$ cat config.mk
export PLATFORM = sky130hd
export DESIGN_NAME = serial_mem_loader
export DESIGN_NICKNAME = d
export VERILOG_FILES = /design/src/rtl/serial_mem_loader_pkg.sv /design/src/rtl/serial_mem_loader_byte_pack.sv /design/src/rtl/serial_mem_loader.sv
export SDC_FILE = /design/constraint.sdc
export NUM_CORES = 1
export LEC_CHECK = 0
export BUFFER_PORTS_ARGS = -buffer_cell sky130_fd_sc_hd__buf_2
export CAP_MARGIN = 20
export CORE_MARGIN = 3
export CORE_UTILIZATION = 59
export CTS_CLUSTER_SIZE = 28
export DETAILED_ROUTE_END_ITERATION = 16
export GPL_ROUTABILITY_DRIVEN = 0
export PLACE_DENSITY = 0.8
export SYNTH_ARGS = -nofsm -noshare
export SYNTH_HDL_FRONTEND = slang
export SYNTH_SLANG_ARGS = --single-unit
$ cat constraint.sdc
create_clock -name clk -period 7.4 [get_ports clk]
set_input_delay 1.48 -clock clk [delete_from_list [all_inputs] [get_ports clk]]
set_output_delay 1.48 -clock clk [all_outputs]
set_load 0.05 [all_outputs]
$ cat src/rtl/serial_mem_loader_pkg.sv
// serial_mem_loader_pkg: shared state encoding and constants for the serial RAM loader.
package serial_mem_loader_pkg;
    typedef enum logic [2:0] {LD_IDLE, LD_ADDR, LD_CNT, LD_DATA, LD_RESP} ld_state_t;
    localparam logic [7:0] SYNC_DEFAULT = 8'hA5;
    localparam logic [3:0] WE_FULL      = 4'b1111;
endpackage

$ cat src/rtl/serial_mem_loader_byte_pack.sv
// ldr_byte_pack: MSB-first byte shift register with byte index and word_done strobe.
// last_idx_i selects the field length (1 -> 2-byte field, 3 -> 4-byte field).
module ldr_byte_pack (
    input  logic        clk,
    input  logic        rst,
    input  logic        clr_i,
    input  logic        valid_i,
    input  logic [7:0]  byte_i,
    input  logic [1:0]  last_idx_i,
    output logic [31:0] word_next_o,
    output logic        done_o
);
    logic [31:0] word_q;
    logic [1:0]  idx_q;

    assign word_next_o = {word_q[23:0], byte_i};
    assign done_o      = valid_i && idx_q == last_idx_i;

    always_ff @(posedge clk or posedge rst) begin
        if (rst) begin
            word_q <= '0;
            idx_q  <= '0;
        end else if (clr_i) begin
            word_q <= '0;
            idx_q  <= '0;
        end else if (valid_i) begin
            word_q <= word_next_o;
            idx_q  <= done_o ? 2'd0 : idx_q + 2'd1;
        end
    end
endmodule

$ cat src/rtl/serial_mem_loader.sv
// serial_mem_loader: loads RAM words from a framed serial byte stream, holds the core
// in reset while loading and answers with an 8-bit checksum of the data bytes.
module serial_mem_loader
    import serial_mem_loader_pkg::*;
#(
    parameter logic [7:0] SYNC_BYTE   = SYNC_DEFAULT,
    parameter int         TIMEOUT_CYC = 1_000_000,
    parameter int         TMO_W       = 20
) (
    input  logic        clk,
    input  logic        rst,
    input  logic [7:0]  rx_data,
    input  logic        rx_valid,
    output logic [7:0]  tx_data,
    output logic        tx_valid,
    input  logic        tx_ready,
    output logic [31:0] mem_addr_o,
    output logic [31:0] mem_dout_o,
    output logic [3:0]  mem_wr_en_o,
    output logic        core_hold_o,
    output logic        busy_o,
    output logic        err_o
);
    ld_state_t        state_q, state_d;
    logic [31:0]      addr_q, addr_d, mem_addr_q, mem_addr_d, mem_dout_q, mem_dout_d;
    logic [15:0]      cnt_q, cnt_d;
    logic [7:0]       csum_q, csum_d;
    logic [TMO_W-1:0] tmo_q, tmo_d;
    logic [3:0]       wr_en_q, wr_en_d;
    logic             err_q, err_d;
    logic             in_frame, last_wr, acc, abort, done;
    logic [31:0]      word_next;

    ldr_byte_pack u_pack (
        .clk        (clk),
        .rst        (rst),
        .clr_i      (state_q == LD_IDLE),
        .valid_i    (acc),
        .byte_i     (rx_data),
        .last_idx_i (state_q == LD_CNT ? 2'd1 : 2'd3),
        .word_next_o(word_next),
        .done_o     (done)
    );

    assign in_frame = state_q == LD_ADDR || state_q == LD_CNT || state_q == LD_DATA;
    // Final word write cycle: the frame is complete, so no further byte is taken.
    assign last_wr  = state_q == LD_DATA && wr_en_q == WE_FULL && cnt_q == '0;
    assign acc      = rx_valid && in_frame && !last_wr;
    assign abort    = in_frame && !acc && !last_wr && tmo_q == TMO_W'(TIMEOUT_CYC - 1);

    always_comb begin
        state_d    = state_q;
        addr_d     = addr_q;
        cnt_d      = cnt_q;
        csum_d     = csum_q;
        mem_addr_d = mem_addr_q;
        mem_dout_d = mem_dout_q;
        wr_en_d    = '0;
        err_d      = 1'b0;
        tmo_d      = (acc || !in_frame) ? '0 : tmo_q + 1'b1;
        unique case (state_q)
            LD_IDLE: if (rx_valid && rx_data == SYNC_BYTE) begin
                state_d = LD_ADDR;
                csum_d  = '0;
            end
            LD_ADDR: if (done) begin
                addr_d  = {word_next[31:2], 2'b00};
                state_d = LD_CNT;
            end
            LD_CNT: if (done) begin
                cnt_d   = word_next[15:0];
                state_d = word_next[15:0] == '0 ? LD_RESP : LD_DATA;
            end
            LD_DATA: begin
                if (acc) csum_d = csum_q + rx_data;
                if (done) begin
                    mem_dout_d = word_next;
                    mem_addr_d = addr_q;
                    addr_d     = addr_q + 32'd4;
                    cnt_d      = cnt_q - 16'd1;
                    wr_en_d    = WE_FULL;
                end
                if (last_wr) state_d = LD_RESP;
            end
            LD_RESP: if (tx_ready) begin
                state_d = LD_IDLE;
                csum_d  = '0;
            end
            default: state_d = LD_IDLE;
        endcase
        if (abort) begin
            state_d = LD_IDLE;
            err_d   = 1'b1;
        end
    end

    always_ff @(posedge clk or posedge rst) begin
        if (rst) begin
            state_q    <= LD_IDLE;
            addr_q     <= '0;
            cnt_q      <= '0;
            csum_q     <= '0;
            tmo_q      <= '0;
            mem_addr_q <= '0;
            mem_dout_q <= '0;
            wr_en_q    <= '0;
            err_q      <= 1'b0;
        end else begin
            state_q    <= state_d;
            addr_q     <= addr_d;
            cnt_q      <= cnt_d;
            csum_q     <= csum_d;
            tmo_q      <= tmo_d;
            mem_addr_q <= mem_addr_d;
            mem_dout_q <= mem_dout_d;
            wr_en_q    <= wr_en_d;
            err_q      <= err_d;
        end
    end

    assign tx_data     = csum_q;
    assign tx_valid    = state_q == LD_RESP;
    assign mem_addr_o  = mem_addr_q;
    assign mem_dout_o  = mem_dout_q;
    assign mem_wr_en_o = wr_en_q;
    assign core_hold_o = state_q != LD_IDLE;
    assign busy_o      = state_q != LD_IDLE;
    assign err_o       = err_q;
endmodule

==> flow_summary.yaml <==
run_status:
  status: "complete, no violations"
logic_synthesis:
  synth_top_area_frac: 0.493
  synthMuxAreaShare: 0.0836
  synth_adder_area_share: 0.0186
  ys_ff_latch: 167
  async_reset_ff_frac: 1.00
  synth_xor_area_frac: 0.0227
  synth_area_leaders: "dfrtp_1 49%, mux2_1 7.8%, nand3_1 3.2%, o21ai_0 2.8%, nor2_1 2.3%"
  synth_largest_area_cell: "dfrtp_1"
  synth_top_family_by_area: "compound AO/OA/AOI/OAI gates"
  synthDistinctLibCells: 66
  seq_area_frac_synth: 0.493
  yosys_warnings: 0
  synth-edff-count: 0
  synthSimpleGateAreaFrac: 0.167
  synth_area_mm2: 0.00847
  avgSynthCellArea_um2: 10.2
  synth_flop_cell: "dfrtp_1"
  synthCells: 834
  synth-compound-area-share: 0.174
clocking:
  numCtsBuffers: 17
  cts_buffer_depth: 2
  cts_sinks: 167
  cts_tree: "built"
  insertion_delay_ns: 0.44
  cts-root-buf: "clkbuf_16"
  cts.clk_slew.worst_paths_ns: 0.06
  h-tree-depth: 4
  holdBufCountCts: 0
  postCtsSetupBuffers: 0
  cts_resized: 0
worst_setup_path:
  end_kind: "output pin"
  cp_num_buf_inv: 2
  startpoint_type: "flop"
  crit_chain: "nor3_2 > clkinv_1 > buf_2"
  crit_path_max_incr_delay_ns: 1.02
  r2r.worst_path.cells: 5
  critPathSlowestCell: "nor3_2"
  critPathTopFamily: "simple AND/OR/NAND/NOR gates"
  cp_max_fo: 30
  critPathArrivalTime_ns: 3.11
  critPathRequiredTime_ns: 5.92
  r2r-end: "cnt_q[2]"
  worst-setup-path-type: "reg -> out"
  worst-r2r-setup-slack_ns: 4.51
  rr_startpoint: "state_q[1]"
place:
  pre_cts_ws_ns: 3.34
  dp_hpwl_um: 14000
  placed_area_mm2: 0.00901
  port_buffers: 89
hold_path:
  min_to: "mem_addr_o[20]"
  worst_hold_startpoint: "mem_addr_o[20]"
  hold_depth: 1
  hold_class: "reg -> reg"
sta:
  final.setup.tns_ns: 0
  maxSlewHeadroom: 0.267
  setup-violations-final: 0
  finalHoldViolCount: 0
  max_clock_freq_ghz: 0.218
  fin_skew_ns: 0.0101
  period_needed_ns: 4.59
  period_share: 0.620
  slew_violations: 0
  rsz0062_at_grt: "no"
  worstMarginPinSlew_ns: 1.09
  setup_ws_ns: 2.81
die:
  design.core.area_mm2: 0.0140
  floorplan.initialDensity: 0.606
  rows: 43
  die_w_um: 126
  die_area_mm2: 0.0158
  ios: 92
  die_h_um: 126
pwr:
  clkPwrFrac: 0.231
  swShare: 0.440
  p_seq_frac: 0.394
  comb_power_share: 0.375
  total_power_mw: 3.78
  p_int_mw: 2.11
  p_switching_mw: 1.66
  cellPowerDensity_mw_per_mm2: 392
  vdd_drop_max_uv: 315
  leakagePower_nw: 4.49
finish:
  final_core_util: 0.689
  stdcell_area_mm2: 0.00964
  syn_to_final_growth_pct: 13.8
  final_common_cell: "dfrtp_1"
  layout.nets: 928
  antennaDiodeCount: 0
  num-fill-cells: 1089
  drive_gt1_frac: 0.169
  final_cell_mix: "167 x dfrtp_1, 89 x buf_2, 59 x mux2_1"
global_route:
  antenna_found_initial: 0
  grt_max_degree: 93
  grt_pass1_vias: 6680
  overflow: 0
  grt_pass1_wl_um: 35300
  grtUsageTotal: 0.275
drt:
  drt_iter0_markers: 929
  antenna_left: 0
  avgRoutedWirePerCell_um: 19.3
  vias_per_cell: 6.42
  finalWirelength_um: 21200
  vias: 7048
  drc: 0
  drt_first_pass_iters: 5
job:
  maxCapViolations: 0
## worst register-to-register path, stage by stage (launching register included)
cell and delay, ns:
dfrtp_1 0.93, nor3b_1 0.27, o211ai_1 0.24, or2_2 0.39
nor2_1 0.70, a22oi_1 0.20
## flip-flops by register name, summed over array words and instances, names as in the netlist
name,flops
addr_q,30
cnt_q,16
err_o,1
mem_addr_o,30
mem_dout_o,32
mem_wr_en_o,1
state_q,3
tmo_q,20
tx_data,8
u_pack.idx_q,2
u_pack.word_q,24
## stage by stage
step	hold WS [ns]	instances
floorplan	0.457	835
global placement	0.461	1062
detailed placement	0.469	1062
CTS	0.483	1094
global route	0.496	1097
finish	0.476	1097
## layout make-up
| cell class | count | area, um^2 | share of cell area |
|---|---|---|---|
| clock buffer | 20 | 467 | 0.0484 |
| clock inverter | 12 | 119 | 0.0123 |
| inverter | 27 | 106 | 0.0110 |
| multi-input combinational | 587 | 3970 | 0.411 |
| sequential | 167 | 4180 | 0.433 |
| tap | 180 | 225 | 0.0234 |
| timing repair buffer | 104 | 578 | 0.0600 |
## worst max-delay path by stage
stage	from	endpoint	slack [ns]	cells past startpoint
finish	state_q[1]	core_hold_o	2.81	3
global route	state_q[1]	core_hold_o	2.61	3
CTS	state_q[1]	core_hold_o	2.86	3
detailed placement	state_q[1]	core_hold_o	3.34	3
global placement	state_q[1]	core_hold_o	3.37	3
floorplan	rst	addr_q[10]	1.40	1
## Yosys cell counts (all sizes together) (3+ instances only)
master,instances
and4,7
nand3,54
a41oi,4
o22ai,19
a22o,13
buf,24
dfrtp,167
nand4,21
o211a,3
clkbuf,30
nand3b,3
nor3b,3
nand2b,3
o21ai,48
or3,4
o211ai,7
o32ai,4
mux2,62
nor4,8
or2,3
nor3,33
a22oi,3
o31ai,8
and3,12
a31oi,18
a2bb2oi,19
a211oi,11
nand2,46
or4,5
ha,11
a21oi,39
inv,25
xnor2,19
xor2,3
a31o,3
and2,8
o41ai,4
nor2,51
## logic make-up (layout without fill, tap and decap cells)
logic type,Yosys count,count (layout)
flops,167,167
simple gates,269,269
buf+inv,81,163
fa+ha+maj,12,12
mux,63,63
xor+xnor,22,22
other cells,1,2
compound gates,219,219
## layer usage
| metal | global-route usage | share of wire | vias to the layer above | routed length (um) |
|---|---|---|---|---|
| met5 | 0 | 0 | - | 0 |
| met1 | 0.406 | 0.43 | 3387 | 9090 |
| met2 | 0.405 | 0.46 | 368 | 9800 |
| met4 | 0.0972 | 0.018 | 0 | 381 |
| met3 | 0.0602 | 0.089 | 34 | 1890 |
| li1 | - | - | 3259 | - |
## power by group through the flow
stage                     clock network [mW]  registers, mW  logic [mW]
after floorplan                            0           1.68       0.814
final                                  0.872           1.49        1.42
after detailed placement                   0           1.49        1.39
after CTS                              0.881           1.48        1.40
after global routing                   0.921           1.53        1.54
after global placement                     0           1.48        1.36
Power figures use the tool's default switching activity.
